<file path="config.mk">
export PLATFORM = sky130hd
export DESIGN_NAME = bcd_scan_counter
export DESIGN_NICKNAME = d
export VERILOG_FILES = /design/src/rtl/bcd_pkg.sv /design/src/rtl/bcd_digit.sv /design/src/rtl/bcd_scan_counter.sv
export SDC_FILE = /design/constraint.sdc
export NUM_CORES = 1
export LEC_CHECK = 0
export BUFFER_PORTS_ARGS = -buffer_cell sky130_fd_sc_hd__buf_2
export CORE_UTILIZATION = 47
export CTS_BUF_LIST = sky130_fd_sc_hd__clkbuf_4 sky130_fd_sc_hd__clkbuf_8
export CTS_CLUSTER_DIAMETER = 50
export DETAILED_ROUTE_END_ITERATION = 16
export GPL_TIMING_DRIVEN = 0
export PLACE_DENSITY = 0.77
export REMOVE_ABC_BUFFERS = 1
export SYNTH_ARGS = -nofsm -noshare
export SYNTH_HDL_FRONTEND = slang
export SYNTH_SLANG_ARGS = --single-unit
</file>
<file path="constraint.sdc">
create_clock -name clk -period 1.5 [get_ports clk]
set_clock_uncertainty 0.15 [all_clocks]
set_input_delay 0.225 -clock clk [delete_from_list [all_inputs] [get_ports clk]]
set_output_delay 0.225 -clock clk [all_outputs]
set_load 0.1 [all_outputs]
</file>
<file path="src/rtl/bcd_pkg.sv">
// Shared BCD constants and the digit-legality helper used by the counter
// and its digit cells.
package bcd_pkg;
    localparam int unsigned BCD_W = 4;
    localparam logic [BCD_W-1:0] BCD_MAX = 4'd9;
    localparam logic [BCD_W-1:0] BCD_MIN = 4'd0;

    function automatic logic is_bcd(input logic [BCD_W-1:0] d);
        return d <= BCD_MAX;
    endfunction
endpackage

</file>
<file path="src/rtl/bcd_digit.sv">
// One BCD digit cell: synchronous load/count/hold, plus a ready flag telling
// the next digit up that this one is about to carry (up) or borrow (down).
module bcd_digit
    import bcd_pkg::*;
(
    input  logic             clk,
    input  logic             rst_n,
    input  logic             ld,
    input  logic [BCD_W-1:0] ld_val,
    input  logic             cnt_en,
    input  logic             up,
    output logic [BCD_W-1:0] q,
    output logic             rdy
);
    always_ff @(posedge clk) begin
        if (!rst_n) begin
            q <= BCD_MIN;
        end else if (ld) begin
            q <= is_bcd(ld_val) ? ld_val : BCD_MIN;
        end else if (cnt_en) begin
            if (up) q <= (q == BCD_MAX) ? BCD_MIN : q + 4'd1;
            else    q <= (q == BCD_MIN) ? BCD_MAX : q - 4'd1;
        end
    end

    assign rdy = up ? (q == BCD_MAX) : (q == BCD_MIN);
endmodule

</file>
<file path="src/rtl/bcd_scan_counter.sv">
// Multi-digit BCD up/down counter with parallel load and a time-multiplexed
// single-digit scan output for the downstream BCD decoder.
module bcd_scan_counter
    import bcd_pkg::*;
#(
    parameter int NDIG     = 2,
    parameter int SCAN_DIV = 4,
    localparam int IW = (NDIG > 1) ? $clog2(NDIG) : 1,
    localparam int DW = (SCAN_DIV > 1) ? $clog2(SCAN_DIV) : 1
) (
    input  logic                  clk,
    input  logic                  rst_n,
    input  logic                  en,
    input  logic                  up,
    input  logic                  load,
    input  logic [BCD_W*NDIG-1:0] din,
    output logic [BCD_W*NDIG-1:0] q,
    output logic                  tc,
    output logic                  wrap,
    output logic                  err,
    output logic [IW-1:0]         scan_idx,
    output logic [BCD_W-1:0]      scan_bcd
);
    logic [NDIG-1:0]  rdy;
    logic [NDIG-1:0]  cnt_en;
    logic [NDIG-1:0]  bad;
    logic             ripple;
    logic [DW-1:0]    div;
    logic [BCD_W-1:0] digit [NDIG];

    for (genvar k = 0; k < NDIG; k++) begin : g_dig
        bcd_digit u_dig (
            .clk    (clk),
            .rst_n  (rst_n),
            .ld     (load),
            .ld_val (din[BCD_W*k +: BCD_W]),
            .cnt_en (cnt_en[k]),
            .up     (up),
            .q      (q[BCD_W*k +: BCD_W]),
            .rdy    (rdy[k])
        );
        assign digit[k] = q[BCD_W*k +: BCD_W];
        assign bad[k]   = !is_bcd(din[BCD_W*k +: BCD_W]);
    end

    // Digit k steps only when every lower digit is at its carry/borrow point;
    // the ripple out of the top digit is the terminal count.
    always_comb begin
        cnt_en = '0;
        ripple = en;
        for (int k = 0; k < NDIG; k++) begin
            cnt_en[k] = ripple;
            ripple    = ripple & rdy[k];
        end
    end

    assign tc = ripple;

    always_ff @(posedge clk) begin
        if (!rst_n) begin
            wrap <= 1'b0;
            err  <= 1'b0;
        end else if (load) begin
            wrap <= 1'b0;
            err  <= |bad;
        end else begin
            wrap <= tc;
        end
    end

    // Free-running scan: each digit is presented for SCAN_DIV cycles.
    always_ff @(posedge clk) begin
        if (!rst_n) begin
            div      <= '0;
            scan_idx <= '0;
        end else if (div == DW'(SCAN_DIV - 1)) begin
            div      <= '0;
            scan_idx <= (scan_idx == IW'(NDIG - 1)) ? '0 : scan_idx + 1'b1;
        end else begin
            div <= div + 1'b1;
        end
    end

    assign scan_bcd = digit[scan_idx];
endmodule

</file>
Word level (Yosys, flattened, before mapping)
Index checks and enable logic that the tools add are counted.
Storage, ports and cells
  bits of input ports: 13
  latch bits: 0
  RAM bits: 0
  bits in registers: 13
  bits in read-only memories: 0
  output and inout port bits: 16
  memories kept: 0
Cells by class
  $add $sub $neg: 6
  mux-type cells: 18
  divide/modulo/power cells: 0
  shift operators: 0
  bitwise logic cells: 4
  multipliers: 0
  $lt $le $gt $ge: 3
  equal/unequal tests: 3
  reductions and logical operators: 9
Operators by type and width (number)
  4-bit 2-to-1 mux: 15
  4-bit by 1-bit adder with 4-bit output (second input constant): 2
  4-bit equality test (second input constant): 2
  4-bit <= comparator (second input constant): 2
  4-bit logical NOT: 2
  4-bit by 1-bit subtractor with 4-bit output (second input constant): 2
  2-bit OR reduction: 3
  2-bit nonzero test: 2
  1-bit 2-to-1 mux: 3
  2-bit by 1-bit adder with 2-bit output (second input constant): 1
  1-bit bitwise AND: 2
  2-bit equality test (second input constant): 1
  2-bit greater-or-equal comparator (second input constant): 1
  1-bit logical NOT: 2
  1-bit inverter with 2-bit output: 1
  1-bit adder (second input constant): 1
  1-bit inverter: 1

Logic depth before layout (Yosys ltp)
  depth in word-level cells: 5
  depth in mapped cells: 6

Cells and area by module
From an unflattened synthesis, not the netlist that was laid out.
Unflattened totals
  cell total of the unflattened synthesis: 117
  area, all modules: 914.6 µm²
By module, submodules not included
  bcd_digit: instances 2, area an instance 341.6 µm², cells an instance 48
  bcd_scan_counter: instances 1, area an instance 231.5 µm², cells an instance 21

Worst setup path after synthesis
OpenSTA, ideal clock, no wires.
  kind: register to output
  start: register g_dig[0].u_dig.q[3]
  end: output scan_bcd[3]
  cell stages (with the launch flop): 3
  setup slack: -2.257 ns
  buffers on the path: 0
  data arrival time: 3.382 ns
  cell sequence: dfxtp_1 -> inv_1 -> o21ai_0
Between the ends
  longest elaborated chain between the ends: 3
RTL lines
  start: declaration: line bcd_digit.sv:12  | output logic [BCD_W-1:0] q,
  start signal: assignment: line bcd_digit.sv:19  | q <= is_bcd(ld_val) ? ld_val : BCD_MIN;
  start signal: assignment: line bcd_digit.sv:21  | if (up) q <= (q == BCD_MAX) ? BCD_MIN : q + 4'd1;
  start signal: assignment: line bcd_digit.sv:22  | else q <= (q == BCD_MIN) ? BCD_MAX : q - 4'd1;
  4-bit 2-to-1 mux (implied by the code) (3 in a row): line bcd_scan_counter.sv:84  | assign scan_bcd = digit[scan_idx];
  end: declaration: line bcd_scan_counter.sv:22  | output logic [BCD_W-1:0] scan_bcd
No other way between the ends. The select of a mux whose other input is x is not followed.

Worst setup path in the final report
  start: register g_dig[0].u_dig.q[1]
  end: output tc
Between the ends
  longest elaborated chain between the ends: 4
  elaborated cells between the ends (all ways): 5
  classes of those cells: eq/ne: 1; mux: 1; bitwise: 2; reduce/logical: 1
RTL lines
  4-bit equality test / 4-bit logical NOT (equally long branches): line bcd_digit.sv:26  | assign rdy = up ? (q == BCD_MAX) : (q == BCD_MIN);
  1-bit 2-to-1 mux (*): line bcd_digit.sv:26
  1-bit bitwise AND (*) (2 in a row): line bcd_scan_counter.sv:53  | ripple = ripple & rdy[k];
  end: declaration: line bcd_scan_counter.sv:18  | output logic tc,
Every way passes the cells marked *; elsewhere a longest branch is shown, timed or not.

==> impl_metrics.toml <==
[floorplan]
die_w_um = 47.3
rows = 16
dieArea_um2 = 2240
initial_core_util_pct = 49.7
io_pins = 29
fp.dieH_um = 47.3
coreArea_um2 = 1940

[route]
detailroute.via_count = 1206
drc = 0
drt-total-wl_um = 3670
firstDrtPassIters = 5
wl_per_cell_um = 19.0
routed_via_density = 6.25
ant_nets = 0
drt_iter0_drc = 90

[global_route]
grt_usage_pct = 25.7
first_global_vias = 924
antenna_found_initial = 0
grt_max_degree = 20
grt_first_pass_wirelength_um = 4110
grt_overflow = 0

[cts]
cts_tree = "done"
htreeDepth = 1
clk_pin_slew_ps = 80
hold_buffers = 0
cts_root_buffer = "clkbuf_4"
cts.sinks = 13
cts_buffers = 3
clockBufferDepth = 2
worst_skew_pair.late_latency_ps = 280

[layout]
areaGrowthSynthToFinish_pct = 62.4
final_cell_mix = "buf_4, buf_2, nand2_1"
final_nets = 181
post-route-util_pct = 80.8
drive_gt1_share_pct = 51.2
fin_area_um2 = 1570
layout_commonest_cell = "buf_4"
diodes = 0
fillers = 124

[sta]
tightest_slew_ps = 490
setup_viol = 14
setup_ws_ps = -706
slew_viol_final = 0
finalHoldViolCount = 0
max_freq_ghz = 0.453
rsz0062_at_grt = "true"
min_period_ps = 2210
relSlewSlack_pct = 67.6
fin_crit_sh_pct = 147

[power_and_ir_drop]
switchingPower_uw = 577
p_clk_share_pct = 18.2
p_leak_nw = 0.631
internal-power_uw = 748
power_switching_share_pct = 43.6
power_density_nw_per_um2 = 844
fin_total_pwr_mw = 1.32
pwr-share-seq_pct = 31.0
vdd_ir_drop_max_uv = 813
pwr-share-comb_pct = 50.9

[setup_path]
r2r_setup_slack_ps = -460
crit_type = "reg2out"
worstPathMaxFanout = 2
cp.arrival_ps = 1830
crit_required_ps = 1120
critPathLaunchType = "register"
cp-end-kind = "output pin"

[logic_synthesis]
synth_edf_count = 0
ys_seq_elements = 13
ys_types = 46
syn-cell-area_um2 = 966
ys_warn_count = 0
yosysSeqAreaShare_pct = 26.9
syn-instance-count = 124
async_flop_share_pct = 0
ys.flop_type = "dfxtp_1"
avgSynthCellArea_um2 = 7.79

[flow_run]
cap_violations = 0

[place]
portBuffers = 28
place_area_um2 = 1080
place_ws_ps = -648
dpl.hpwl_um = 1560
place_congestion = 0.845

[outcome]
violations = "negative setup slack"
status = "complete, but fails checks"

[worst_hold_path]
hp-class = "in2reg"
[logic make-up (layout without fill, tap and decap cells)]
family | Yosys count | after routing | share of synthesized area, %
buffers and inverters | 18 | 60 | 8.81
multiplexers | 3 | 3 | 3.37
adder cells (fa/ha/maj) | 1 | 1 | 1.30
AND/OR/NAND/NOR | 44 | 44 | 24.9
XOR/XNOR | 6 | 6 | 5.44
AO/OA/AOI/OAI | 39 | 39 | 29.3
flip-flops | 13 | 13 | 26.9
[synth_stat cells, types with 2 or more instances]
library cell	number	share of area, %
a21oi_1	7	3.6
nor2_1	7	2.7
buf_4	2	1.6
o21ai_0	9	4.7
and3_1	2	1.3
a211o_1	2	1.8
a211oi_1	2	1.6
nor2b_1	2	1.3
clkbuf_1	6	2.3
or3_1	2	1.3
xor2_1	2	1.8
o22ai_1	3	1.9
inv_1	5	1.9
nand2b_1	2	1.3
nand4_1	2	1.3
nand3b_1	2	1.6
o31ai_1	2	1.6
mux2_2	2	2.3
buf_2	2	1.0
nand2_1	8	3.1
a221oi_1	2	1.8
a31oi_1	3	1.9
nand3_1	7	3.6
dfxtp_1	13	27
nor3_1	4	2.1
xnor2_1	4	3.6
[routing by layer]
metal  wire [um]  up-vias  global-route usage (%)
met5           0        -                       0
met4         114        0                    8.57
met3         258       13                    4.62
met2        1830       79                    42.7
li1            -      544                       -
met1        1460      570                    33.1
[worst paths after layout]
path | cells after the start | endpoint | startpoint
setup / recovery | 4 | tc | g_dig[0].u_dig.q[1]
hold / removal | 3 | g_dig[1].u_dig.q[2] | din[6]
setup reg to reg | 6 | g_dig[1].u_dig.q[1] | g_dig[0].u_dig.q[0]
hold reg to reg | 1 | div[0] | div[0]
[flip-flops by register name, indices dropped and copies added (netlist names)]
name	flops
div	2
g_dig.u_dig.q	8
err	1
scan_idx	1
wrap	1
[timing repair]
action,in CTS,in global routing
pin swaps,6,8
resized for setup,62,21
buffers inserted,8,15
setup endpoints to repair,21,13
[critical path, stage by stage (launching register included)]
cell and delay, ps:
dfxtp_4 360, or3b_4 420, a21o_4 210, a2111oi_4 280
buf_6 280
[stage by stage]
step	cells	hold slack [ps]	setup TNS, ps
floorplan	112	173	-13990
global placement	167	264	-1790
detailed placement	167	274	-1980
CTS	179	19.2	-1610
global route	193	47.7	-3970
finish	193	20.1	-3210
[area by class of cell]
| cell class | count | area, um2 | share of cell area, % |
|---|---|---|---|
| repair buffers | 50 | 464 | 29.6 |
| multi-input cells | 93 | 724 | 46.2 |
| well taps | 27 | 33.8 | 2.15 |
| clock buffers | 4 | 30.0 | 1.91 |
| inverters | 6 | 27.5 | 1.75 |
| flip-flops and latches | 13 | 289 | 18.4 |
[power groups by stage]
stage          Clock, mW  Combinational, mW  Sequential [mW]
2_1_floorplan          0              0.219            0.553
3_3_place_gp           0              0.424            0.427
3_5_place_dp           0              0.430            0.429
4_1_cts            0.240              0.548            0.408
5_1_grt            0.259              0.702            0.413
6_report           0.241              0.674            0.410
(Power assumes the default switching activity.)
